===== src/rtl/mem_region_decoder.sv =====
// mem_region_decoder: registered address decoder and access sequencer that sits
// between the core load/store port and the memory-mapped slaves. It accepts one
// request at a time, picks the lowest-indexed matching base/mask window, drives a
// one-hot select with a region-relative offset, and waits for the selected slave's
// ack. Every accepted request gets exactly one response. Unmapped, misaligned and
// timed-out accesses complete with an error instead of stalling the core.
module mem_region_decoder #(
  parameter int ADDR_WIDTH     = 32,
  parameter int DATA_WIDTH     = 32,
  parameter int N_REGIONS      = 5,
  parameter logic [N_REGIONS*ADDR_WIDTH-1:0] REGION_BASE =
    {32'h0000100C, 32'h00001008, 32'h00001004, 32'h00001000, 32'h00000000},
  parameter logic [N_REGIONS*ADDR_WIDTH-1:0] REGION_MASK =
    {{4{32'hFFFFFFFC}}, 32'hFFFFF000},
  parameter int TIMEOUT_CYCLES = 255
) (
  input  logic                           clk,
  input  logic                           rst,
  input  logic                           m_req_valid,
  output logic                           m_req_ready,
  input  logic                           m_we,
  input  logic [ADDR_WIDTH-1:0]          m_addr,
  input  logic [DATA_WIDTH-1:0]          m_wdata,
  input  logic [DATA_WIDTH/8-1:0]        m_be,
  output logic                           m_rsp_valid,
  output logic [DATA_WIDTH-1:0]          m_rsp_rdata,
  output logic                           m_rsp_err,
  output logic [N_REGIONS-1:0]           s_sel,
  output logic                           s_we,
  output logic [ADDR_WIDTH-1:0]          s_addr,
  output logic [DATA_WIDTH-1:0]          s_wdata,
  output logic [DATA_WIDTH/8-1:0]        s_be,
  input  logic [N_REGIONS-1:0]           s_ack,
  input  logic [N_REGIONS*DATA_WIDTH-1:0] s_rdata
);

  localparam int BE_WIDTH   = DATA_WIDTH / 8;
  localparam int WORD_ALIGN = $clog2(BE_WIDTH);
  localparam int IDX_WIDTH  = (N_REGIONS > 1) ? $clog2(N_REGIONS) : 1;
  localparam int CNT_WIDTH  = (TIMEOUT_CYCLES > 0) ? $clog2(TIMEOUT_CYCLES + 1) : 1;

  // Low address bits that must be zero for a word-aligned access.
  localparam logic [ADDR_WIDTH-1:0] ALIGN_MASK = ADDR_WIDTH'((64'd1 << WORD_ALIGN) - 64'd1);
  // The timeout fires on the edge that closes the (TIMEOUT_CYCLES+1)-th select
  // cycle, so the response lands TIMEOUT_CYCLES+1 cycles after s_sel rises.
  localparam logic [CNT_WIDTH-1:0] TO_LAST  = CNT_WIDTH'(TIMEOUT_CYCLES);
  localparam logic                 TO_EN    = (TIMEOUT_CYCLES != 0) ? 1'b1 : 1'b0;

  localparam logic [1:0] ST_IDLE   = 2'd0;
  localparam logic [1:0] ST_ACCESS = 2'd1;
  localparam logic [1:0] ST_RESP   = 2'd2;

  logic [1:0]              state_r;
  logic                    ready_r;
  logic                    rsp_valid_r;
  logic                    rsp_err_r;
  logic [DATA_WIDTH-1:0]   rsp_rdata_r;
  logic [N_REGIONS-1:0]    sel_r;
  logic                    we_r;
  logic [ADDR_WIDTH-1:0]   addr_r;
  logic [DATA_WIDTH-1:0]   wdata_r;
  logic [BE_WIDTH-1:0]     be_r;
  logic [IDX_WIDTH-1:0]    idx_r;
  logic [CNT_WIDTH-1:0]    cnt_r;

  logic                    hit_s;
  logic [IDX_WIDTH-1:0]    hit_idx_s;
  logic [N_REGIONS-1:0]    hit_onehot_s;
  logic [ADDR_WIDTH-1:0]   hit_off_s;
  logic                    misalign_s;
  logic                    ack_s;
  logic [DATA_WIDTH-1:0]   ack_rdata_s;
  logic                    timeout_s;

  // True when addr falls inside the window described by base/mask.
  function automatic logic region_match(input logic [ADDR_WIDTH-1:0] addr,
                                        input logic [ADDR_WIDTH-1:0] base,
                                        input logic [ADDR_WIDTH-1:0] mask);
    return ((addr & mask) == (base & mask)) ? 1'b1 : 1'b0;
  endfunction

  // Window decode: scan from the top so the lowest matching index wins.
  always_comb begin
    hit_s        = 1'b0;
    hit_idx_s    = '0;
    hit_onehot_s = '0;
    hit_off_s    = '0;
    for (int i = N_REGIONS - 1; i >= 0; i--) begin
      if (region_match(m_addr, REGION_BASE[i*ADDR_WIDTH +: ADDR_WIDTH],
                       REGION_MASK[i*ADDR_WIDTH +: ADDR_WIDTH])) begin
        hit_s           = 1'b1;
        hit_idx_s       = IDX_WIDTH'(i);
        hit_onehot_s    = '0;
        hit_onehot_s[i] = 1'b1;
        hit_off_s       = m_addr & ~REGION_MASK[i*ADDR_WIDTH +: ADDR_WIDTH];
      end else begin
        hit_s        = hit_s;
        hit_idx_s    = hit_idx_s;
        hit_onehot_s = hit_onehot_s;
        hit_off_s    = hit_off_s;
      end
    end
  end

  assign misalign_s = |(m_addr & ALIGN_MASK);

  // Pick the ack and read data of the latched slave only; other acks are ignored.
  always_comb begin
    ack_s       = 1'b0;
    ack_rdata_s = '0;
    for (int i = 0; i < N_REGIONS; i++) begin
      if (idx_r == IDX_WIDTH'(i)) begin
        ack_s       = s_ack[i];
        ack_rdata_s = s_rdata[i*DATA_WIDTH +: DATA_WIDTH];
      end else begin
        ack_s       = ack_s;
        ack_rdata_s = ack_rdata_s;
      end
    end
  end

  assign timeout_s = TO_EN && (cnt_r == TO_LAST);

  // Request/response sequencer: IDLE accepts, ACCESS waits for ack or timeout,
  // RESP emits the single-cycle response strobe.
  always_ff @(posedge clk) begin
    if (rst) begin
      state_r     <= ST_IDLE;
      ready_r     <= 1'b1;
      rsp_valid_r <= 1'b0;
      rsp_err_r   <= 1'b0;
      rsp_rdata_r <= '0;
      sel_r       <= '0;
      we_r        <= 1'b0;
      addr_r      <= '0;
      wdata_r     <= '0;
      be_r        <= '0;
      idx_r       <= '0;
      cnt_r       <= '0;
    end else begin
      case (state_r)
        ST_IDLE: begin
          if (m_req_valid && ready_r) begin
            ready_r <= 1'b0;
            if (hit_s && !misalign_s) begin
              state_r <= ST_ACCESS;
              sel_r   <= hit_onehot_s;
              we_r    <= m_we;
              addr_r  <= hit_off_s;
              wdata_r <= m_wdata;
              be_r    <= m_be;
              idx_r   <= hit_idx_s;
              cnt_r   <= '0;
            end else begin
              // Decode error: respond at once and leave the slave bus idle.
              state_r     <= ST_RESP;
              rsp_valid_r <= 1'b1;
              rsp_err_r   <= 1'b1;
              rsp_rdata_r <= '0;
            end
          end else begin
            ready_r <= 1'b1;
          end
        end
        ST_ACCESS: begin
          if (ack_s) begin
            // Ack wins over a timeout landing on the same edge.
            state_r     <= ST_RESP;
            sel_r       <= '0;
            rsp_valid_r <= 1'b1;
            rsp_err_r   <= 1'b0;
            rsp_rdata_r <= we_r ? '0 : ack_rdata_s;
          end else if (timeout_s) begin
            state_r     <= ST_RESP;
            sel_r       <= '0;
            rsp_valid_r <= 1'b1;
            rsp_err_r   <= 1'b1;
            rsp_rdata_r <= '0;
          end else if (TO_EN) begin
            cnt_r <= cnt_r + CNT_WIDTH'(1);
          end else begin
            cnt_r <= cnt_r;
          end
        end
        ST_RESP: begin
          state_r     <= ST_IDLE;
          ready_r     <= 1'b1;
          rsp_valid_r <= 1'b0;
          rsp_err_r   <= 1'b0;
          rsp_rdata_r <= '0;
          sel_r       <= '0;
        end
        default: begin
          state_r     <= ST_IDLE;
          ready_r     <= 1'b1;
          rsp_valid_r <= 1'b0;
          rsp_err_r   <= 1'b0;
          rsp_rdata_r <= '0;
          sel_r       <= '0;
        end
      endcase
    end
  end

  assign m_req_ready = ready_r;
  assign m_rsp_valid = rsp_valid_r;
  assign m_rsp_err   = rsp_err_r;
  assign m_rsp_rdata = rsp_rdata_r;
  assign s_sel       = sel_r;
  assign s_we        = we_r;
  assign s_addr      = addr_r;
  assign s_wdata     = wdata_r;
  assign s_be        = be_r;

endmodule


===== config.mk =====
export PLATFORM = sky130hd
export DESIGN_NAME = mem_region_decoder
export DESIGN_NICKNAME = d
export VERILOG_FILES = /design/src/rtl/mem_region_decoder.sv
export SDC_FILE = /design/constraint.sdc
export NUM_CORES = 1
export LEC_CHECK = 0
export ABC_AREA = 1
export CAP_MARGIN = 10
export CORE_AREA = 2 2 133 135
export CTS_CLUSTER_DIAMETER = 150
export DETAILED_ROUTE_END_ITERATION = 7
export DIE_AREA = 0 0 135 137
export HOLD_SLACK_MARGIN = 0.02
export PLACE_DENSITY = 0.77
export SETUP_SLACK_MARGIN = 0.4
export SLEW_MARGIN = 10
export SYNTH_ARGS = -nofsm -noshare
export SYNTH_HDL_FRONTEND = slang
export SYNTH_SLANG_ARGS = --single-unit

===== constraint.sdc =====
create_clock -name clk -period 1.74 [get_ports clk]
set_input_delay 0.348 -clock clk [delete_from_list [all_inputs] [get_ports clk]]
set_output_delay 0.348 -clock clk [all_outputs]
set_load 0.01 [all_outputs]

* Word-level counts from Yosys, hierarchy flattened
Cells that the tools add are included.
** Storage, ports and cells
- Bits in registers :: 122
- Output and inout port bits :: 109
** Cells by class
- $add $sub $neg :: 1
- Equality and inequality tests :: 16
- Mux-type cells :: 65
- Reduce and logical (&&, ||, !) cells :: 13
** Operator list (count)
- $mux W32 :: 11
- $eq A30 B11 Y1 const B :: 4
- $pmux W32 S2 :: 1
- $mux W5 :: 9
- $logic_not A32 Y1 :: 1
- $mux W8 :: 4
- $mux W1 :: 21
- $mux W2 :: 8
- $pmux W8 S2 :: 1
- $mux W3 :: 5
- $ne A2 B2 Y1 const B :: 5
- $pmux W5 S2 :: 1
- $reduce_and A3 Y1 :: 3
- $add A8 B1 Y8 const B :: 1
- $eq A8 B8 Y1 const B :: 1
- $eq A3 B2 Y1 const B :: 2
- $pmux W1 S2 :: 3
- $reduce_and A5 Y1 :: 1
- $pmux W2 S2 :: 1
- $eq A3 B1 Y1 const B :: 1
- $eq A3 B3 Y1 const B :: 1
- $logic_not A3 Y1 :: 1
- $ne A3 B3 Y1 const B :: 1
- $eq A2 B1 Y1 const B :: 1
- other kinds (6) :: 7

* Depth between registers and ports, before layout
- Depth after elaboration :: 11
- Mapped depth :: 13
- Gate-level depth less buffers :: 13

* Worst setup path before layout
No wires, ideal clock.
- Path type :: register to register
- Start :: register cnt_r[0]
- End :: register rsp_rdata_r[16], in the netlist m_rsp_rdata[16]
- Library setup time :: 0.128 ns
- Data arrival time :: 1.650 ns
- Data required time :: 1.612 ns
- Slack :: -0.038 ns
- Stages on the path, launching flop included :: 12
- Cell sequence :: dfxtp_1 -> ha_1 -> nand2_1 -> nor3_1 -> nand3_1 -> nand4_1 -> nand2_1 -> inv_2 -> nand2_2 -> buf_2 -> a21oi_1 -> nor2_1
** Between the ends
- Cells in the longest elaborated chain, start to end :: 3
** Ends and longest elaborated chain
- from (decl) :: line 64 : logic [CNT_WIDTH-1:0] cnt_r;
- from (signal assigned) :: line 180 : cnt_r <= cnt_r + CNT_WIDTH'(1);
- from (signal assigned) :: line 182 : cnt_r <= cnt_r;
- $eq A8 B8 Y1 :: line 122 : assign timeout_s = TO_EN && (cnt_r == TO_LAST);
- $ne A3 B3 Y1 (no line)
- $reduce_and A3 Y1 (no line)
- to (signal assigned) :: line 172 : rsp_rdata_r <= we_r ? '0 : ack_rdata_s;
- to (decl) :: line 57 : logic [DATA_WIDTH-1:0] rsp_rdata_r;
Every way passes these cells.
A chain may end at the register's enable or synchronous reset.

* Final worst setup path
- Start :: input m_addr[6]
- End :: register wdata_r[11], in the netlist s_wdata[11]
** Between the ends
- Cells in the longest elaborated chain, start to end :: 9
- Elaborated cells on any way between the ends :: 15
** Ends and longest elaborated chain
- from (decl) :: line 22 : input logic [ADDR_WIDTH-1:0] m_addr,
- $eq A30 B11 Y1 :: line 79 : return ((addr & mask) == (base & mask)) ? 1'b1 : 1'b0;
- $mux W1 :: line 79
- $mux W1 (3 in a row) :: line 89 : if (region_match(m_addr, REGION_BASE[i*ADDR_WIDTH +: ADDR_WIDTH],
- $mux W1 (*) (2 in a row) :: line 89
- $logic_and A1 B1 Y1 (*) :: line 145 : if (hit_s && !misalign_s) begin
- $reduce_and A3 Y1 (no line) (*)
- to (signal assigned) :: line 150 : wdata_r <= m_wdata;
- to (decl) :: line 61 : logic [DATA_WIDTH-1:0] wdata_r;
Mark *: on every way between the ends. The rest lies on a longest branch, timed or not.

==> out/qor.tcl <==
set qor(initial_utilization_pct) 34.3
set qor(total_leakage_power_nw) 5.17
set qor(ant_nets) 0
set qor(synth.lib_cells_used.distinct) 30
set qor(number_of_maximum_capacitance_constraint_violations) 0
set qor(detailed_place_hpwl_mm) 17.3
set qor(final_worst_clock_skew_ns) 0.00847
set qor(power.ir.vdd_worst_mv) 0.505
set qor(fraction_of_the_yosys_area_taken_by_sequential_cells_pct) 34.9
set qor(tritoncts.num_buffers) 9
set qor(min-delay-path-class) {in2reg}
set qor(wire_per_inst_um) 16.7
set qor(syn_area_per_cell_um2) 6.17
set qor(final_cell_area_um2) 11500
set qor(finalSetupViolCount) 26
set qor(nFillCells) 1399
set qor(multiInputGateArea_um2) 3890
set qor(antenna_found_initial) 2
set qor(cts_htree_levels) 3
set qor(buffer_ports.inserted) 325
set qor(run_status) {finished with violations}
set qor(area_share_of_and_or_nand_nor_cells_after_synthesis_pct) 36.9
set qor(globalRouteTotalUtil_pct) 26.9
set qor(grt_setup_unrepaired) {true}
set qor(tritoncts) {yes}
set qor(layout.cells.most_common_list) {sky130_fd_sc_hd__clkdlybuf4s50_1, sky130_fd_sc_hd__nand2_1, sky130_fd_sc_hd__nor2_1, sky130_fd_sc_hd__inv_1, sky130_fd_sc_hd__dfxtp_1}
set qor(finalCriticalPeriod_ns) 1.83
set qor(final_cells) 1586
set qor(slew_headroom_pct) 54.5
set qor(final_common_cell) {sky130_fd_sc_hd__clkdlybuf4s50_1}
set qor(initialDrtViolationCount) 394
set qor(clock_root_buffer) {sky130_fd_sc_hd__clkbuf_16}
set qor(placed_area_um2) 9840
set qor(worst_hold_slack_ns) 0.406
set qor(crit_arrival_ns) 2.08
set qor(drc_errors) 0
set qor(layout-drive-gt1-share_pct) 33.6
set qor(die_height_um) 137
set qor(synth.area.mux_share_pct) 0
set qor(final.period_utilization_pct) 105
set qor(crit_path_max_fanout) 8
set qor(route.final.wire_length_mm) 26.4
set qor(synth-adder-area-share_pct) 0.214
set qor(ctsLongestPathBuffers) 2
set qor(die-area_um2) 18500
set qor(via_per_instance_ratio) 4.91
set qor(worstSkewPairLatency_ns) 0.35
set qor(flow.area_growth_from_synthesis_pct) 96.3
set qor(hold_violations) 0
set qor(power.density_cell_area_nw_per_um2) 512
set qor(number_of_global_route_vias_before_repair) 7631
set qor(cts.hold.buffers_added) 0
set qor(nNetsFinal) 1591
set qor(maximum_number_of_pins_on_one_net_before_global_route_repair) 54
set qor(tightestPinTransition_ns) 0.683
set qor(dp.cells) 1507
set qor(numClockSinks) 102
set qor(path_clk_slew_ns) 0.08
set qor(synthesis.area_um2) 5840
set qor(drt_pass1_iterations) 6
set qor(grt_pass1_wl_mm) 39.1
set qor(dieWidth_um) 135
set qor(violated_checks) {negative setup slack}
set qor(worst_ep_required_time_ns) 1.99
set qor(ys_dominant_reg_cell) {sky130_fd_sc_hd__dfxtp_1}
set qor(final.setup.tns_ns) -0.740
set qor(global_route.overflow_total) 0
set qor(timing_worst_setup_path_type) {in2reg}
set qor(std_cell_rows) 48
set qor(placement.setup.worst_slack_ns) -0.571
set qor(yosys_warnings) 0
set qor(critPathLaunchType) {primary input}
set qor(globalplace.congestion) 0.874
set qor(crit_path_end_kind) {register}
set qor(timing_max_transition_violations_final) 0
set qor(ff_latch_area_um2) 2070
set qor(fmax_mhz) 548
set qor(async_reset_ff_share_pct) 0
set qor(fin_ws_ns) -0.0853
set qor(io-pin-count) 346
set qor(synth_xor_xnor_area_share_pct) 0.600
set qor(synth_compound_area_share_pct) 12.7
set qor(via_count) 7786
set qor(core_um2) 17100
set qor(synth_seq_cells) 102
set qor(synth_top_family_by_area) {simple AND/OR/NAND/NOR gates}
set qor(instance_count_of_the_mapped_netlist) 947
set qor(synth-edff-count) 0
[worst paths after layout]
kind,from,endpoint,slack [ns],depth (start not counted)
max,m_addr[6],s_wdata[11],-0.09,13
min,m_addr[7],s_addr[7],0.41,5
max reg2reg,state_r[1],s_wdata[11],-0.06,9
min reg2reg,s_addr[0],s_addr[0],0.45,2
[cell type report]
type | instances | share of cell area (%)
well taps | 225 | 2.46
multi-input cells | 665 | 33.9
clock buffers | 11 | 2.30
diodes | 3 | 0.0655
flip-flops and latches | 102 | 18.0
repair buffers | 449 | 38.5
inverters | 126 | 4.34
clock inverters | 5 | 0.393
[where the power goes]
| group | switching, mW | leakage [nW] | internal [mW] |
|---|---|---|---|
| Sequential | 0.0231 | 0.830 | 2.36 |
| Combinational | 0.560 | 4.19 | 0.778 |
| Clock | 1.02 | 0.150 | 1.13 |
| Total | 1.61 | 5.17 | 4.26 |
[flip-flops by register name, indices dropped and copies added, names as in the netlist, 2 cells and up]
signal	flops
s_be	4
m_rsp_rdata	32
cnt_r	8
s_sel	5
s_addr	12
idx_r	3
s_wdata	32
state_r	2
[timing repair]
| item | 4_1_cts | 5_1_grt |
|---|---|---|
| pin swaps | 80 | 49 |
| endpoints found under the setup margin | 190 | 165 |
| buffers inserted | 35 | 6 |
| gates cloned | 19 | 0 |
| gates resized for setup | 454 | 171 |
[through the flow]
stage,total power [mW],util [%]
2_1_floorplan,2.84,-
3_3_place_gp,3.56,57.7
3_5_place_dp,3.57,57.7
4_1_cts,5.87,66.4
5_1_grt,6.10,67.2
6_report,5.87,67.2
[critical path: stages]
cell and delay (ns):
sky130_fd_sc_hd__buf_2 0.12, sky130_fd_sc_hd__nor2_4 0.12, sky130_fd_sc_hd__nand3_2 0.10, sky130_fd_sc_hd__nor2_4 0.14, sky130_fd_sc_hd__o2111ai_2 0.13, sky130_fd_sc_hd__nand2_2 0.11
sky130_fd_sc_hd__nand4_1 0.18, sky130_fd_sc_hd__buf_4 0.22, sky130_fd_sc_hd__buf_12 0.15, sky130_fd_sc_hd__buf_4 0.15, sky130_fd_sc_hd__buf_16 0.13, sky130_fd_sc_hd__nor2_1 0.11
sky130_fd_sc_hd__nor2_1 0.05
[cells by family (layout without fill, tap and decap cells)]
family / Yosys count / after routing
compound gates: 135 / 135
xor+xnor: 4 / 4
fa+ha+maj: 1 / 1
buf+inv: 200 / 591
other cells: 1 / 23
simple gates: 504 / 505
flops: 102 / 102
[cell usage after synthesis, types with 2 or more instances]
library cell | n | share of area [%]
sky130_fd_sc_hd__inv_2 | 4 | 0.26
sky130_fd_sc_hd__nand3b_1 | 3 | 0.39
sky130_fd_sc_hd__nand2_1 | 194 | 12
sky130_fd_sc_hd__a31oi_1 | 3 | 0.32
sky130_fd_sc_hd__a32oi_1 | 3 | 0.45
sky130_fd_sc_hd__nor3_2 | 12 | 2.1
sky130_fd_sc_hd__clkbuf_1 | 41 | 2.6
sky130_fd_sc_hd__o22ai_1 | 29 | 3.1
sky130_fd_sc_hd__nor3_1 | 23 | 2.0
sky130_fd_sc_hd__a21oi_1 | 44 | 3.8
sky130_fd_sc_hd__nand3_1 | 89 | 7.6
sky130_fd_sc_hd__nand4_1 | 7 | 0.75
sky130_fd_sc_hd__buf_4 | 21 | 2.7
sky130_fd_sc_hd__dfxtp_1 | 102 | 35
sky130_fd_sc_hd__nand2_2 | 3 | 0.32
sky130_fd_sc_hd__nor2_1 | 169 | 11
sky130_fd_sc_hd__o21ai_0 | 53 | 4.5
sky130_fd_sc_hd__xor2_1 | 3 | 0.45
sky130_fd_sc_hd__nor4_1 | 2 | 0.21
sky130_fd_sc_hd__inv_1 | 122 | 7.8
sky130_fd_sc_hd__buf_2 | 11 | 0.94
[per-layer routing]
| metal | part of all wire [%] | GRT usage (%) | up-vias |
|---|---|---|---|
| met1 | 37 | 29.4 | 3622 |
| met4 | 2.9 | 9.90 | 0 |
| met3 | 7.9 | 6.96 | 59 |
| met5 | 0 | 0 | - |
| met2 | 52 | 49.8 | 310 |
| li1 | - | - | 3795 |
Note: power is estimated with default switching activity, not from simulation.
==> RTL change, RTL diff (same settings) <==
Change the parameter `TIMEOUT_CYCLES` from 255 to 510.
--- a/src/rtl/mem_region_decoder.sv
+++ b/src/rtl/mem_region_decoder.sv
@@ -12,7 +12,7 @@
     {32'h0000100C, 32'h00001008, 32'h00001004, 32'h00001000, 32'h00000000},
   parameter logic [N_REGIONS*ADDR_WIDTH-1:0] REGION_MASK =
     {{4{32'hFFFFFFFC}}, 32'hFFFFF000},
-  parameter int TIMEOUT_CYCLES = 255
+  parameter int TIMEOUT_CYCLES = 510
 ) (
   input  logic                           clk,
   input  logic                           rst,
Formal check against the unedited RTL: same outputs for any inputs over 4 cycles, from zero or initial values and one cycle with rst high; that may be too few to reach the edited logic, so the function may still have changed.
==> RTL change against the original RTL <==
Final area grew 3.7%; count of clock-buffer cells in the layout grew 1; cell count grew 0.76%; synthesized cell count grew 1.2%; sequential cell count grew 1; total power grew 1.2%; routed wire length grew 4.8%; worst setup slack lost 0.079 ns; clock power shrank 7%; synthesized area grew 1.3%; the run still ends with negative setup slack left.
==> RTL change: results <==
[routing]
wl_met3_um = 1680
vias = 7945
route.met2.wl_um = 14300
drtPass1Iterations = 5
wl_per_cell_um = 17.3
wl_um = 27700
highest_layer = "met5"

[worst_setup_path]
setup.worst_path.start = "idx_r[0]"
crit_fanout = 5
r2r_cells = 14
arrival_ns = 2.20
cpPeakStageDelay_ns = 0.42

[global_route]
grt_use_met1_pct = 31.8
grt_use_met2_pct = 48.9
grt_pass1_vias = 7642
grt_pass1_wl_um = 39400
grt_usage_pct = 27.4
antenna_found_initial = 1
grt_max_degree = 47

[cells_and_area]
num_antenna_cells = 0
nFillCells = 1346
clkbuf_count = 12
multiInputGateArea_um2 = 4160
multi_input_gates = 680
seq_area_share_pct = 17.6
drive_gt1_share_pct = 34.7
clk_share_pct = 2.39
buf_share_pct = 38.9
num-nonclk-buffers = 455

[pwr]
total_leakage_power_nw = 5.33
peakVddDrop_mv = 0.532

[yosys]
yosysUniqueCellTypes = 32
ys_seq_elements = 103
synth_commonest_cells = "nand2_1, nor2_1, inv_1, dfxtp_1, nand3_1"
synth-seq-area-share_pct = 34.8
synth.avg_cell_area_um2 = 6.18

[timing]
setup_ws_ns = -0.164
clock_skew_ns = 0.00828
setup_violations = 89

[status]
status = "finished with violations"
violations = "negative setup slack"

[min_path]
hp-start = "m_addr[9]"

[placed_design]
place.gp.congestion = 0.888
dp_hpwl_um = 17200
RTL change: repair_timing:
action / 4_1_cts / 5_1_grt
gates cloned: 15 / 5
setup buffers: 43 / 8
pin swaps: 54 / 45
gates resized for setup: 463 / 214
setup endpoints to repair: 191 / 175
RTL change: report_power, final:
part / switching (mW) / internal, mW
combinational: 0.637 / 0.881
sequential: 0.0274 / 2.38
clock: 0.957 / 1.06
total: 1.62 / 4.32
RTL change: per-stage QoR:
stage               hold WS [ns]  TNS (ns)  instance area (um2)
finish                     0.406     -5.19                11900
global route               0.424    -11.44                11900
CTS                        0.380    -0.430                11400
detailed placement         0.450    -59.63                 9710
global placement           0.440    -53.53                 9710
floorplan                  0.454    -0.459                 6040
RTL change: kinds of logic (layout without fill, tap and decap cells):
group	after synthesis	in the layout	synth area share, %
DFF	103	103	34.8
xor gates and xnor gates	1	1	0.148
adders and majority gates	2	2	0.423
buffers and inverters	194	590	14.8
AOI/OAI and AO/OA	139	139	12.7
other	1	20	0.0634
and+or+nand+nor	518	518	37.0
